[config.mk]
export PLATFORM = sky130hd
export DESIGN_NAME = axi_sram_slave
export DESIGN_NICKNAME = d
export VERILOG_FILES = /design/src/rtl/axi_sram_slave.sv
export SDC_FILE = /design/constraint.sdc
export NUM_CORES = 1
export LEC_CHECK = 0
export CORE_MARGIN = 5
export CORE_UTILIZATION = 37
export CTS_CLUSTER_DIAMETER = 150
export DETAILED_ROUTE_END_ITERATION = 7
export GPL_ROUTABILITY_DRIVEN = 0
export PLACE_DENSITY_LB_ADDON = 0.2
export SYNTH_ARGS = -nofsm -noshare
export SYNTH_HDL_FRONTEND = slang
export SYNTH_SLANG_ARGS = --single-unit
[constraint.sdc]
create_clock -name clk_i -period 2.6 [get_ports clk_i]
set_clock_uncertainty 0.2 [all_clocks]
set_input_delay 0.52 -clock clk_i [delete_from_list [all_inputs] [get_ports clk_i]]
set_output_delay 0.52 -clock clk_i [all_outputs]
set_load 0.03 [all_outputs]
[src/rtl/axi_sram_slave.sv]
`default_nettype none
// ============================================================================
//  Module   : axi_sram_slave
//  Brief    : AXI4 slave terminating one socket port onto a single-port
//             synchronous SRAM (1-cycle read latency). Reads and writes are
//             serialised through one FSM; AR/AW ties alternate fairly.
//  Config   : define AXI_SRAM_BURST_EN to serve INCR/FIXED bursts (len 1..255);
//             without it, multi-beat requests are answered with SLVERR and
//             never touch the SRAM.
//  Revision : 1.0 - initial release
// ============================================================================
module axi_sram_slave #(
  parameter int DATA_WIDTH = 32,
  parameter int ADDR_WIDTH = 32,
  parameter int ID_WIDTH   = 2,
  parameter int MEM_DEPTH  = 8192
) (
  input  logic                          clk_i,
  input  logic                          rst_ni,
  // write address channel
  input  logic [ID_WIDTH-1:0]           s_axi_awid,
  input  logic [ADDR_WIDTH-1:0]         s_axi_awaddr,
  input  logic [7:0]                    s_axi_awlen,
  input  logic [2:0]                    s_axi_awsize,
  input  logic [1:0]                    s_axi_awburst,
  input  logic                          s_axi_awvalid,
  output logic                          s_axi_awready,
  // write data channel
  input  logic [DATA_WIDTH-1:0]         s_axi_wdata,
  input  logic [DATA_WIDTH/8-1:0]       s_axi_wstrb,
  input  logic                          s_axi_wlast,
  input  logic                          s_axi_wvalid,
  output logic                          s_axi_wready,
  // write response channel
  output logic [ID_WIDTH-1:0]           s_axi_bid,
  output logic [1:0]                    s_axi_bresp,
  output logic                          s_axi_bvalid,
  input  logic                          s_axi_bready,
  // read address channel
  input  logic [ID_WIDTH-1:0]           s_axi_arid,
  input  logic [ADDR_WIDTH-1:0]         s_axi_araddr,
  input  logic [7:0]                    s_axi_arlen,
  input  logic [2:0]                    s_axi_arsize,
  input  logic [1:0]                    s_axi_arburst,
  input  logic                          s_axi_arvalid,
  output logic                          s_axi_arready,
  // read data channel
  output logic [ID_WIDTH-1:0]           s_axi_rid,
  output logic [DATA_WIDTH-1:0]         s_axi_rdata,
  output logic [1:0]                    s_axi_rresp,
  output logic                          s_axi_rlast,
  output logic                          s_axi_rvalid,
  input  logic                          s_axi_rready,
  // SRAM port
  output logic                          mem_req_o,
  output logic                          mem_we_o,
  output logic [$clog2(MEM_DEPTH)-1:0]  mem_addr_o,
  output logic [DATA_WIDTH-1:0]         mem_wdata_o,
  output logic [DATA_WIDTH/8-1:0]       mem_be_o,
  input  logic [DATA_WIDTH-1:0]         mem_rdata_i
);

  localparam int         c_word_aw = $clog2(MEM_DEPTH);
  localparam logic [1:0] c_fixed   = 2'b00;
  localparam logic [1:0] c_slverr  = 2'b10;

  typedef enum logic [2:0] {
    S_IDLE    = 3'd0,
    S_WR_DATA = 3'd1,
    S_WR_RESP = 3'd2,
    S_RD_REQ  = 3'd3,
    S_RD_WAIT = 3'd4,
    S_RD_RESP = 3'd5
  } state_t;

  state_t                  r_state, w_state_nxt;
  logic                    r_ready;    // set one edge after reset release
  logic                    r_prio_rd;  // 0: write holds prio, so a tie goes to read
  logic [ID_WIDTH-1:0]     r_id;
  logic [c_word_aw-1:0]    r_addr;
  logic [7:0]              r_len;
  logic [7:0]              r_cnt;
  logic [1:0]              r_burst;
  logic                    r_err;      // unsupported burst: no SRAM access, SLVERR
  logic [DATA_WIDTH-1:0]   r_rdata;

  logic w_grant_wr, w_grant_rd;
  logic w_aw_hs, w_ar_hs, w_w_hs, w_r_hs;
  logic w_aw_err, w_ar_err, w_last_beat;
  logic w_unused;

`ifdef AXI_SRAM_BURST_EN
  assign w_aw_err = 1'b0;
  assign w_ar_err = 1'b0;
`else
  assign w_aw_err = (s_axi_awlen != 8'd0);
  assign w_ar_err = (s_axi_arlen != 8'd0);
`endif

  // Size is ignored (strobes pick lanes), wlast is ignored (beat count ends
  // the burst), and address bits outside the word index alias.
  assign w_unused = ^{s_axi_awsize, s_axi_arsize, s_axi_wlast,
                      s_axi_awaddr, s_axi_araddr};

  // A lone request wins; on a tie the channel not holding prio wins.
  assign w_grant_wr  = s_axi_awvalid && (!s_axi_arvalid || r_prio_rd);
  assign w_grant_rd  = s_axi_arvalid && (!s_axi_awvalid || !r_prio_rd);

  assign w_aw_hs     = s_axi_awvalid && s_axi_awready;
  assign w_ar_hs     = s_axi_arvalid && s_axi_arready;
  assign w_w_hs      = s_axi_wvalid  && s_axi_wready;
  assign w_r_hs      = s_axi_rvalid  && s_axi_rready;
  assign w_last_beat = (r_cnt == r_len);

  assign s_axi_bid   = r_id;
  assign s_axi_rid   = r_id;
  assign s_axi_rdata = r_rdata;
  assign mem_addr_o  = r_addr;

  // State register.
  always_ff @(posedge clk_i or negedge rst_ni) begin
    if (!rst_ni) r_state <= S_IDLE;
    else         r_state <= w_state_nxt;
  end

  // Next-state and channel/SRAM strobes.
  always_comb begin
    w_state_nxt   = r_state;
    s_axi_awready = 1'b0;
    s_axi_arready = 1'b0;
    s_axi_wready  = 1'b0;
    s_axi_bvalid  = 1'b0;
    s_axi_bresp   = 2'b00;
    s_axi_rvalid  = 1'b0;
    s_axi_rresp   = 2'b00;
    s_axi_rlast   = 1'b0;
    mem_req_o     = 1'b0;
    mem_we_o      = 1'b0;
    mem_wdata_o   = '0;
    mem_be_o      = '0;
    case (r_state)
      S_IDLE: begin
        s_axi_awready = r_ready && w_grant_wr;
        s_axi_arready = r_ready && w_grant_rd;
        if (w_aw_hs)      w_state_nxt = S_WR_DATA;
        else if (w_ar_hs) w_state_nxt = S_RD_REQ;
      end
      S_WR_DATA: begin
        s_axi_wready = 1'b1;
        if (s_axi_wvalid) begin
          mem_req_o   = !r_err;
          mem_we_o    = !r_err;
          mem_wdata_o = r_err ? '0 : s_axi_wdata;
          mem_be_o    = r_err ? '0 : s_axi_wstrb;
          if (w_last_beat) w_state_nxt = S_WR_RESP;
        end
      end
      S_WR_RESP: begin
        s_axi_bvalid = 1'b1;
        s_axi_bresp  = r_err ? c_slverr : 2'b00;
        if (s_axi_bready) w_state_nxt = S_IDLE;
      end
      S_RD_REQ: begin
        mem_req_o   = !r_err;
        w_state_nxt = S_RD_WAIT;
      end
      S_RD_WAIT: begin
        w_state_nxt = S_RD_RESP;
      end
      S_RD_RESP: begin
        s_axi_rvalid = 1'b1;
        s_axi_rresp  = r_err ? c_slverr : 2'b00;
        s_axi_rlast  = w_last_beat;
        if (s_axi_rready) w_state_nxt = w_last_beat ? S_IDLE : S_RD_REQ;
      end
      default: w_state_nxt = S_IDLE;
    endcase
  end

  // Transaction context, beat counter, arbitration prio and read data.
  always_ff @(posedge clk_i or negedge rst_ni) begin
    if (!rst_ni) begin
      r_ready   <= 1'b0;
      r_prio_rd <= 1'b0;
      r_id      <= '0;
      r_addr    <= '0;
      r_len     <= '0;
      r_cnt     <= '0;
      r_burst   <= '0;
      r_err     <= 1'b0;
      r_rdata   <= '0;
    end else begin
      r_ready <= 1'b1;
      if (w_aw_hs) begin
        r_id      <= s_axi_awid;
        r_addr    <= s_axi_awaddr[2 +: c_word_aw];
        r_len     <= s_axi_awlen;
        r_burst   <= s_axi_awburst;
        r_cnt     <= '0;
        r_err     <= w_aw_err;
        r_prio_rd <= !r_prio_rd;
      end else if (w_ar_hs) begin
        r_id      <= s_axi_arid;
        r_addr    <= s_axi_araddr[2 +: c_word_aw];
        r_len     <= s_axi_arlen;
        r_burst   <= s_axi_arburst;
        r_cnt     <= '0;
        r_err     <= w_ar_err;
        r_prio_rd <= !r_prio_rd;
      end
      // WRAP is served as INCR; word index wraps naturally modulo MEM_DEPTH.
      if ((w_w_hs || w_r_hs) && !w_last_beat) begin
        r_cnt <= r_cnt + 8'd1;
        if (r_burst != c_fixed) r_addr <= r_addr + 1'b1;
      end
      if (r_state == S_RD_WAIT) r_rdata <= r_err ? '0 : mem_rdata_i;
    end
  end

endmodule
`default_nettype wire

# Word level (Yosys, flattened, before mapping)
# Index checks and enable logic that the tools add are counted.
[totals] output_inout_bits=97 register_bits=71
[op_classes] addsub=2 reduce_logical=24 eq_ne=11 mux=44
[ops] operator="32-bit two-way mux" count=4
[ops] operator="13-bit two-way mux" count=4
[ops] operator="8-bit two-way mux" count=5
[ops] operator="3-bit two-way mux" count=6
[ops] operator="3-bit case mux with 6 select lines" count=1
[ops] operator="2-bit two-way mux" count=8
[ops] operator="8-bit nonzero test" count=2
[ops] operator="13-bit by 1-bit adder with 13-bit output (second input constant)" count=1
[ops] operator="1-bit two-way mux" count=12
[ops] operator="4-bit two-way mux" count=3
[ops] operator="1-bit logical AND" count=9
[ops] operator="8-bit by 1-bit adder with 8-bit output (second input constant)" count=1
[ops] operator="8-bit == test" count=1
[ops] operator="2-bit inequality test (second input constant)" count=4
[ops] operator="3-bit by 2-bit == test with 1-bit output (second input constant)" count=2
[ops] operator="3-bit == test (second input constant)" count=2
[ops] operator="1-bit zero test" count=5
[ops] operator="5-bit AND reduction" count=1
[ops] operator="2-bit nonzero test" count=2
[ops] operator="3-bit by 1-bit == test with 1-bit output (second input constant)" count=1
[ops] operator="3-bit zero test" count=1
[ops] operator="1-bit logical OR" count=3
[ops] operator="3-bit inequality test (second input constant)" count=1
[ops] operator="3-bit nonzero test" count=1
[ops] operator="1-bit case mux with 2 select lines" count=1

# Depth between registers and ports, before layout
[depth] ltp_word=10 ltp_mapped=8

# Worst setup path after synthesis
# No wires, ideal clock.
[synth_timing] path_kind="reg2out" from="register r_state[2]" to="output port mem_wdata_o[22]" path_slack_ps=26 arrival_ps=1854 path_buffers=3 path_stages_with_launch=7 path_cell_list="dfrtp_1 > buf_6 > nor2_1 > and4b_1 > clkbuf_1 > clkbuf_1 > and2_1"
[synth_between] elab_chain_cells=2
[synth_lines] item="start, declared" line="76" source="state_t r_state, w_state_nxt;"
[synth_lines] item="start signal, assigned" line="123" source="else r_state <= w_state_nxt;"
[synth_lines] item="3-bit by 1-bit == test with 1-bit output" line="141" source="case (r_state)"
[synth_lines] item="32-bit two-way mux" line="141"
[synth_lines] item="end, declared" line="58" source="output logic [DATA_WIDTH-1:0] mem_wdata_o,"
# No other way between the ends.

# Final worst setup path
[layout_timing] from="register r_state[2]" to="output port mem_wdata_o[24]"
# Same word-level chain as after synthesis.

==> results.txt <==
Avg Cell Area, Syn -> 8.79 um2
yosys warns -> 0
maximum clock rate -> 396 MHz
cts hold-fix bufs -> 0
main combinational cell family by area after synthesis -> simple AND/OR/NAND/NOR gates
height of the die -> 115 um
met1 GRT Util -> 0.272
area occupied by multi-input gates -> 2120 um2
die area -> 13100 um2
clock slew at reported path FFs -> 0.08 ns
reg2reg start -> r_cnt[5]
post-DR vias/cell -> 5.00
ys async rst share -> 1.00
distinct cell type count after synthesis -> 60
met3 usage -> 0.0386
Slew headroom -> 0.501
simple-gate share of the synthesized area -> 0.272
drt drc -> 0
crit share post-route -> 0.972
Port Buffers -> 219
setup violators final -> 0
Vias -> 4174
first-pass GRT wire length -> 20800 um
Tmin final -> 2.53 ns
Cell Area, Synth -> 4050 um2
Critical Path AT -> 1.81 ns
Peak VDD IR -> 0.000604 V
worst r2r dst -> r_cnt[4]
register area -> 1780 um2
Setup crit start -> r_state[2]
Synth Register Bits -> 71
RSZ-0062 raised after global routing -> true
met2 usage -> 0.305
crit path to -> mem_wdata_o[24]
worst reg2reg path depth -> 5
Crit path largest cell delay -> 0.41 ns
hold slack -> 0.0376 ns
TritonCTS buffer count -> 9
cell row count -> 38
CP startpoint kind -> flop
CP max FO -> 19
Slew Limit Fails -> 0
Fill cells -> 960
WL per Instance -> 15.8 um
Post-Synth Adder-Cell Area -> 0.00618
number of global-route vias before repair -> 4148
actual slew at the worst max-slew pin -> 0.749 ns
initial drt markers -> 264
antenna cells -> 0
Power Density -> 841 nW/um2
hpwl dp -> 10300 um
setup_tns -> 0 ns
Hold Vio Cnt, Final -> 0
htree depth -> 3
critical path's slowest cell -> dfrtp_1
synth-to-layout area growth -> 66.6%
CP dominant cell by count -> buf_6
total power -> 5680 uW
Core ar. -> 10800 um2
sequential-to-total area share from yosys stat -> 0.439
LEAKAGE -> 0.00286 uW
post-synthesis compound-gate area fraction -> 0.175
first-pass iteration count of the detailed router -> 4
die width -> 115 um
CTS tree -> done
Data required, critical path -> 1.88 ns
post-route core utilization -> 0.625
Crit path max-delay family -> simple AND/OR/NAND/NOR gates
CP Buf/Inv Count -> 3
layout cells sized above 1 -> 0.160
Post-synth EDFFs -> 0
crit path kind -> flop to output pin
xor and xnor area share after synthesis -> 0.0238
clk_lat worst skew -> 0.35 ns
largest net degree at the start of global routing -> 40
Starting Density -> 0.375
Primary FF master, synth -> dfrtp_1
Routed WL -> 13200 um
setup slack, reg-to-reg -> 0.36 ns
Synth Instances -> 461
Levels on crit path -> 6
final antenna-violating net count -> 0
GR peak layer -> met2
CP Capture Type -> output pin
Clock Sinks -> 71
max-cap violations -> 0
HP Class -> primary input to asynchronous set/reset pin
IO Pins -> 267
fin nets -> 862
GRT overflow -> 0
mux share of post-synthesis cell area -> 0.0355
clock root cell -> clkbuf_8
Clock Tree Buf Depth -> 2
worst-path cell chain -> buf_6 > nor2_4 > and4b_2 > buf_12 > and2_1 > buf_6
Total GRT Usage -> 0.193
status -> completed
initial antenna violation count -> 0
-- through the flow --
step	instances	setup slack (ns)	cell area [um2]
finish	835	0.0735	6750
detailed placement	817	0.0136	6480
floorplan	462	0.0258	4050
CTS	833	0.00400	6690
global placement	817	0.0211	6480
global route	835	0.000919	6750
-- cells in the mapped netlist (all sizes together), types with 3 or more instances --
cell / count / area share
nand2b: 36 / 0.056
o221a: 3 / 0.0083
and2: 39 / 0.060
nor4: 4 / 0.0062
nand3: 9 / 0.011
mux2i: 11 / 0.027
a21o: 3 / 0.0056
dfrtp: 71 / 0.44
o21ai: 51 / 0.063
a22o: 3 / 0.0065
a21oi: 8 / 0.011
nor3: 6 / 0.0086
xnor2: 10 / 0.022
o22ai: 11 / 0.017
and3: 3 / 0.0046
nand2: 68 / 0.063
nand4: 4 / 0.0062
nor2: 27 / 0.030
mux2: 3 / 0.0083
o22a: 4 / 0.0086
inv: 9 / 0.0083
clkbuf: 22 / 0.020
buf: 10 / 0.019
a31oi: 4 / 0.0062
-- placed cells by master, fill, tap and decap left out, types with 5 or more instances in the layout --
master	Yosys	routed
nor2_1	25	23
and2_1	39	38
nor3_1	5	5
a21oi_1	7	7
dfrtp_1	71	71
nand3_1	9	9
buf_4	5	58
clkdlybuf4s50_1	0	171
o22ai_1	11	11
o21ai_0	48	48
clkbuf_8	0	11
inv_1	8	8
nand2b_1	36	35
nand2_1	68	68
buf_12	0	9
xnor2_1	10	10
mux2i_1	11	11
-- cells by family (layout without fill, tap and decap cells) --
family / count (synthesis) / count (layout)
AOI/OAI and AO/OA: 110 / 110
other: 2 / 3
and+or+nand+nor: 210 / 210
adders and majority gates: 2 / 2
DFF: 71 / 71
xor gates and xnor gates: 11 / 11
buffers and inverters: 41 / 274
muxes: 14 / 14
-- timing repair --
item,in CTS,in global routing
cloned,0,1
setup buffers,0,1
endpoints found under the setup margin,41,28
pin swaps,1,1
gates resized for setup,8,9
-- final cells by class --
class | count | area share
flip-flops and latches | 71 | 0.263
clock buffers | 11 | 0.0224
multi-input cells | 350 | 0.314
repair buffers | 249 | 0.363
inverters | 9 | 0.00501
clock inverters | 5 | 0.00593
well taps | 140 | 0.0260
-- report_power, final --
group	leakage, uW	switching (uW)	total, uW	internal, uW
clock network	0.0000886	450	855	405
registers	0.000905	328	1830	1500
logic	0.00186	1650	2990	1350
-- metal layers --
metal,vias up,wire length (um)
met4,0,147
li1,2053,-
met3,16,948
met2,146,6210
met5,-,0
met1,1959,5880
-- how the worst min path moves through the flow --
| stage | from | to | cells past startpoint |
|---|---|---|---|
| final | rst_ni | s_axi_rdata[25] | 1 |
| after global routing | rst_ni | s_axi_rdata[25] | 1 |
| after CTS | rst_ni | s_axi_rdata[11] | 1 |
| after detailed placement | s_axi_rdata[26] | s_axi_rdata[26] | 2 |
| after global placement | s_axi_rdata[31] | s_axi_rdata[31] | 2 |
| after floorplan | rst_ni | mem_addr_o[0] | 0 |
-- state kept, by name (all words and copies together) (netlist names) --
register	flops
r_len	8
r_state	3
r_prio_rd	1
s_axi_rdata	32
mem_addr_o	13
r_burst	2
s_axi_bid	2
r_err	1
r_cnt	8
r_ready	1
No activity file was read; power rests on OpenSTA's default activity.
